<file path="src/rtl/uart_rx.sv">
// rtl/uart_rx.sv - 8N1 UART receiver with mid-bit start validation and frame-error strobe
module uart_rx #(
   parameter int CLKS_PER_BIT = 16
) (
   input  logic       clk,
   input  logic       ena,
   input  logic       rx,
   output logic [7:0] data,
   output logic       valid,
   output logic       frame_err,
   output logic       bussy
);

   localparam int TW = $clog2(CLKS_PER_BIT);
   localparam int HALF = CLKS_PER_BIT / 2;
   localparam logic [TW-1:0] TICK_HALF_LAST = TW'(HALF - 1);
   localparam logic [TW-1:0] TICK_BIT_LAST  = TW'(CLKS_PER_BIT - 1);

   typedef enum logic [1:0] {IDLE, START, DATA, STOP} state_t;

   state_t          state_q, state_d;
   logic [TW-1:0]   tick_q, tick_d;
   logic [2:0]      idx_q, idx_d;
   logic [7:0]      sh_q, sh_d;
   logic [7:0]      data_q, data_d;
   logic            valid_q, valid_d;
   logic            frame_err_q, frame_err_d;
   logic            bussy_q, bussy_d;
   logic            rx_m_q, rx_m_d;
   logic            rx_s_q, rx_s_d;
   logic            rx_p_q, rx_p_d;
   logic [1:0]      arm_q, arm_d;
   logic            fall;
   logic            bit_end;

   always_ff @(posedge clk) begin
      if (ena) begin
         state_q     <= IDLE;
         tick_q      <= '0;
         idx_q       <= '0;
         sh_q        <= '0;
         data_q      <= '0;
         valid_q     <= 1'b0;
         frame_err_q <= 1'b0;
         bussy_q     <= 1'b0;
         rx_m_q      <= 1'b1;
         rx_s_q      <= 1'b1;
         rx_p_q      <= 1'b0;
         arm_q       <= '0;
      end else begin
         state_q     <= state_d;
         tick_q      <= tick_d;
         idx_q       <= idx_d;
         sh_q        <= sh_d;
         data_q      <= data_d;
         valid_q     <= valid_d;
         frame_err_q <= frame_err_d;
         bussy_q     <= bussy_d;
         rx_m_q      <= rx_m_d;
         rx_s_q      <= rx_s_d;
         rx_p_q      <= rx_p_d;
         arm_q       <= arm_d;
      end
   end

   // The synchroniser's reset value of 1 is not a real line level; edge history
   // only starts once rx_s carries a sampled value, so a line that is low when
   // reset drops cannot fake a falling edge.
   always_comb begin
      rx_m_d = rx;
      rx_s_d = rx_m_q;
      arm_d  = {arm_q[0], 1'b1};
      rx_p_d = (arm_q == 2'b11) ? rx_s_q : 1'b0;
   end

   assign fall    = rx_p_q & ~rx_s_q;
   assign bit_end = (tick_q == TICK_BIT_LAST);

   always_comb begin
      state_d = state_q;
      tick_d  = tick_q;
      idx_d   = idx_q;
      sh_d    = sh_q;
      case (state_q)
         IDLE: begin
            tick_d = '0;
            if (fall) state_d = START;
         end
         START: begin
            if (tick_q == TICK_HALF_LAST) begin
               tick_d  = '0;
               idx_d   = '0;
               state_d = rx_s_q ? IDLE : DATA;
            end else begin
               tick_d = tick_q + TW'(1);
            end
         end
         DATA: begin
            if (bit_end) begin
               tick_d = '0;
               sh_d   = {rx_s_q, sh_q[7:1]};
               if (idx_q == 3'd7) state_d = STOP;
               else               idx_d   = idx_q + 3'd1;
            end else begin
               tick_d = tick_q + TW'(1);
            end
         end
         STOP: begin
            if (bit_end) begin
               tick_d  = '0;
               state_d = IDLE;
            end else begin
               tick_d = tick_q + TW'(1);
            end
         end
         default: state_d = IDLE;
      endcase
   end

   always_comb begin
      data_d      = data_q;
      valid_d     = 1'b0;
      frame_err_d = 1'b0;
      if (state_q == STOP && bit_end) begin
         if (rx_s_q) begin
            data_d  = sh_q;
            valid_d = 1'b1;
         end else begin
            frame_err_d = 1'b1;
         end
      end
      bussy_d = (state_d != IDLE);
   end

   assign data      = data_q;
   assign valid     = valid_q;
   assign frame_err = frame_err_q;
   assign bussy     = bussy_q;

endmodule

</file>
<file path="config.mk">
export PLATFORM = sky130hd
export DESIGN_NAME = uart_rx
export DESIGN_NICKNAME = d
export VERILOG_FILES = /design/src/rtl/uart_rx.sv
export SDC_FILE = /design/constraint.sdc
export NUM_CORES = 1
export LEC_CHECK = 0
export BUFFER_PORTS_ARGS = -buffer_cell sky130_fd_sc_hd__buf_2
export CAP_MARGIN = 20
export CORE_ASPECT_RATIO = 0.5
export CORE_MARGIN = 1
export CORE_UTILIZATION = 50
export CTS_CLUSTER_SIZE = 40
export DETAILED_ROUTE_END_ITERATION = 10
export GPL_TIMING_DRIVEN = 1
export PLACE_DENSITY = 0.72
export SETUP_SLACK_MARGIN = 0.05
export SLEW_MARGIN = 10
export SYNTH_ARGS = -nofsm -noshare
export SYNTH_HDL_FRONTEND = slang
export SYNTH_SLANG_ARGS = --single-unit
</file>
<file path="constraint.sdc">
create_clock -name clk -period 1.57 [get_ports clk]
set_clock_uncertainty 0.15 [all_clocks]
set_input_delay 0.157 -clock clk [delete_from_list [all_inputs] [get_ports clk]]
set_output_delay 0.157 -clock clk [all_outputs]
set_load 0.01 [all_outputs]
</file>
==> results.toml <==
[sta]
fmax_ghz = 0.636
final.period_utilization_pct = 100
fin_crit_ns = 1.57
whs_ns = 0.125
maxSlewViolCount = 0
postLayoutSetupSlackWorst_ns = -0.00307
rsz0062_at_grt = "yes"
max_slew.worst_pin.slew_ns = 0.365
setup_violations = 2
maxSlewHeadroom_pct = 75.7
timing_hold_violations_final = 0

[logic_synthesis]
synth-main-ff-cell = "dfxtp_1"
synthMuxAreaShare_pct = 0
ys_async_sr_fraction_pct = 0
synth_xor_area_share_pct = 1.96
syn_area_um2 = 1340
synthAdderAreaFrac_pct = 2.79
syn_inst = 146
synth_top_family_by_area = "simple AND/OR/NAND/NOR gates"
synthSimpleGateAreaFrac_pct = 21.7
synth-compound-area-share_pct = 17.9
ys_types = 36
ys_ff_latch = 33
syn_avg_cell_area_um2 = 9.20
synth_edf_count = 0
ys_seq_area_share_pct = 49.2
yosysWarningCount = 0
syn_nets = 152

[clock_tree]
clock_latency_ns = 0.29
cts_root_buffer = "clkbuf_8"
clock_sinks = 33
cts_tree = "yes"
clk_path_buf_depth = 2
htreeDepth = 2
clkTransAtPathRegs_ns = 0.07
cts_buffers = 5

[setup_path]
cp.arrival_ns = 1.59
critPathKind = "flip-flop to flip-flop"
worstPathRequired_ns = 1.59
cp-startpoint = "idx_q[0]$_SDFFE_PP0P_"
cp_max_fo = 3
cp-start-kind = "flip-flop"
r2r-start = "idx_q[0]$_SDFFE_PP0P_"
endpoint_kind = "flip-flop"

[routing]
routed_wl_um = 2770
dr.pass1.iters = 4
vias = 1108
drc = 0
dr.first_iter.drc_count = 96
drtAntennaViolNets = 0
avgRoutedWirePerCell_um = 13.8
viasPerCell = 5.51

[floorplan]
rows = 12
fp.dieW_um = 75.3
dieArea_um2 = 2910
io_pins = 14
die_h_um = 38.7
initial_utilization_pct = 56.6
core_um2 = 2370

[finish]
final_nets = 171
num_antenna_cells = 0
postLayoutCellArea_um2 = 1650
post-route-util_pct = 69.5
drive_gt1_share_pct = 32.5
area_growth_pct = 22.6
final_cells = 201

[hold_path]
min_from = "ena"
hold_class = "input pin to flip-flop"

[status]
status = "finished, violations left"
violations = "negative setup slack"

[placement]
hpwl_um = 1690
io_buffers = 13
place.gp.congestion = 0.745
placed_cells = 191
placed_area_um2 = 1470

[power]
powerDensity_nw_per_um2 = 909
total_power_mw = 1.50
vdd_ir_drop_max_mv = 0.600
p_leak_nw = 0.621

[flow_run]
maxCapViolCount = 0

[global_route]
grt_overflow = 0
first_global_vias = 974
grt_usage_pct = 22.4
grt_pass1_wl_um = 4550
grt_max_degree = 20
antenna_found_initial = 0
-- path summary, 6_finish.rpt --
kind	end	slack, ns	cells after the start
worst max-delay path	idx_q[2]$_SDFFE_PP0P_	-0.003	5
worst min-delay path	data[5]$_SDFFE_PP0P_	0.13	2
worst max register to register	idx_q[2]$_SDFFE_PP0P_	-0.003	5
worst min register to register	rx_s_q$_SDFF_PP1_	0.26	1
-- cells in the final DEF, fill, tap and decap left out, types with 2 or more instances in the layout --
| master | synthesis | final |
|---|---|---|
| nand2_1 | 5 | 5 |
| nor3_1 | 2 | 2 |
| nand3_1 | 19 | 19 |
| clkinv_2 | 0 | 2 |
| ha_4 | 0 | 3 |
| nor4_1 | 3 | 2 |
| o32ai_2 | 0 | 2 |
| xnor2_1 | 2 | 2 |
| nor3b_1 | 2 | 2 |
| dfxtp_2 | 0 | 6 |
| nor2_1 | 2 | 2 |
| or2_2 | 3 | 3 |
| buf_2 | 2 | 13 |
| a21oi_1 | 19 | 18 |
| inv_1 | 4 | 4 |
| dfxtp_1 | 33 | 27 |
| o21ai_0 | 16 | 15 |
| clkbuf_8 | 0 | 5 |
| buf_4 | 4 | 10 |
-- per-layer routing --
| metal | wire [um] | share of wire, % | GRT usage, % | vias up |
|---|---|---|---|---|
| met5 | 0 | 0 | 0 | - |
| met3 | 147 | 5.3 | 7.81 | 7 |
| met1 | 1300 | 47 | 28.1 | 518 |
| li1 | - | - | - | 558 |
| met2 | 1290 | 46 | 35.3 | 25 |
| met4 | 30 | 1.1 | 9.72 | 0 |
-- cell usage after synthesis, types with 3 or more instances --
cell      count  share of area (%)
ha_1          3                2.8
nand2_1       5                1.4
nor4_1        3                1.4
dfxtp_1      33                 49
nand3_1      19                7.1
a21oi_1      19                7.1
inv_1         4                1.1
or2_2         3                1.4
o21ai_0      16                6.0
clkbuf_1      5                1.4
buf_4         4                2.2
-- kinds of logic after synthesis --
family / after synthesis
simple gates: 47
compound gates: 42
fa+ha+maj: 3
xor+xnor: 3
buf+inv: 18
flops: 33
-- sequential cells by signal (all words and copies together), names as in the netlist --
name,count
arm_q,2
bussy,1
data,8
frame_err,1
idx_q,3
rx_m_q,1
rx_p_q,1
rx_s_q,1
sh_q,8
state_q,2
tick_q,4
valid,1
-- worst max-delay path, stage by stage, from the launching register on --
cell and delay [ns]:
dfxtp_2 0.34, ha_4 0.16, ha_4 0.15, nor4bb_2 0.27
o211a_1 0.28, o32ai_2 0.10
-- area by class of cell --
type / instances / area [um2]
well taps: 35 / 43.8
inverters: 5 / 18.8
multi-input cells: 95 / 664
clock inverters: 2 / 10.0
clock buffers: 6 / 72.6
fillers: 195 / 724
repair buffers: 25 / 170
flip-flops and latches: 33 / 668
-- timing repair --
action / in CTS / in global routing
pin swaps: 5 / 5
resized for setup: 10 / 8
buffers inserted: 0 / 1
endpoints found under the hold margin: 1 / 0
setup endpoints to repair: 19 / 23
hold buffers: 1 / 0
-- per-stage QoR --
step	setup TNS [ns]	setup slack, ns
floorplan	0	0.0743
global placement	0	0.0294
detailed placement	-0.230	-0.0888
CTS	-0.0201	-0.0131
global route	-0.0941	-0.0436
finish	-0.00383	-0.00307
-- power breakdown --
part | internal, mW | switching, mW | total (mW)
combinational | 0.0129 | 0.0204 | 0.0333
clock | 0.307 | 0.311 | 0.618
sequential | 0.843 | 0.00315 | 0.846
Note: power is estimated with default switching activity, not from simulation.
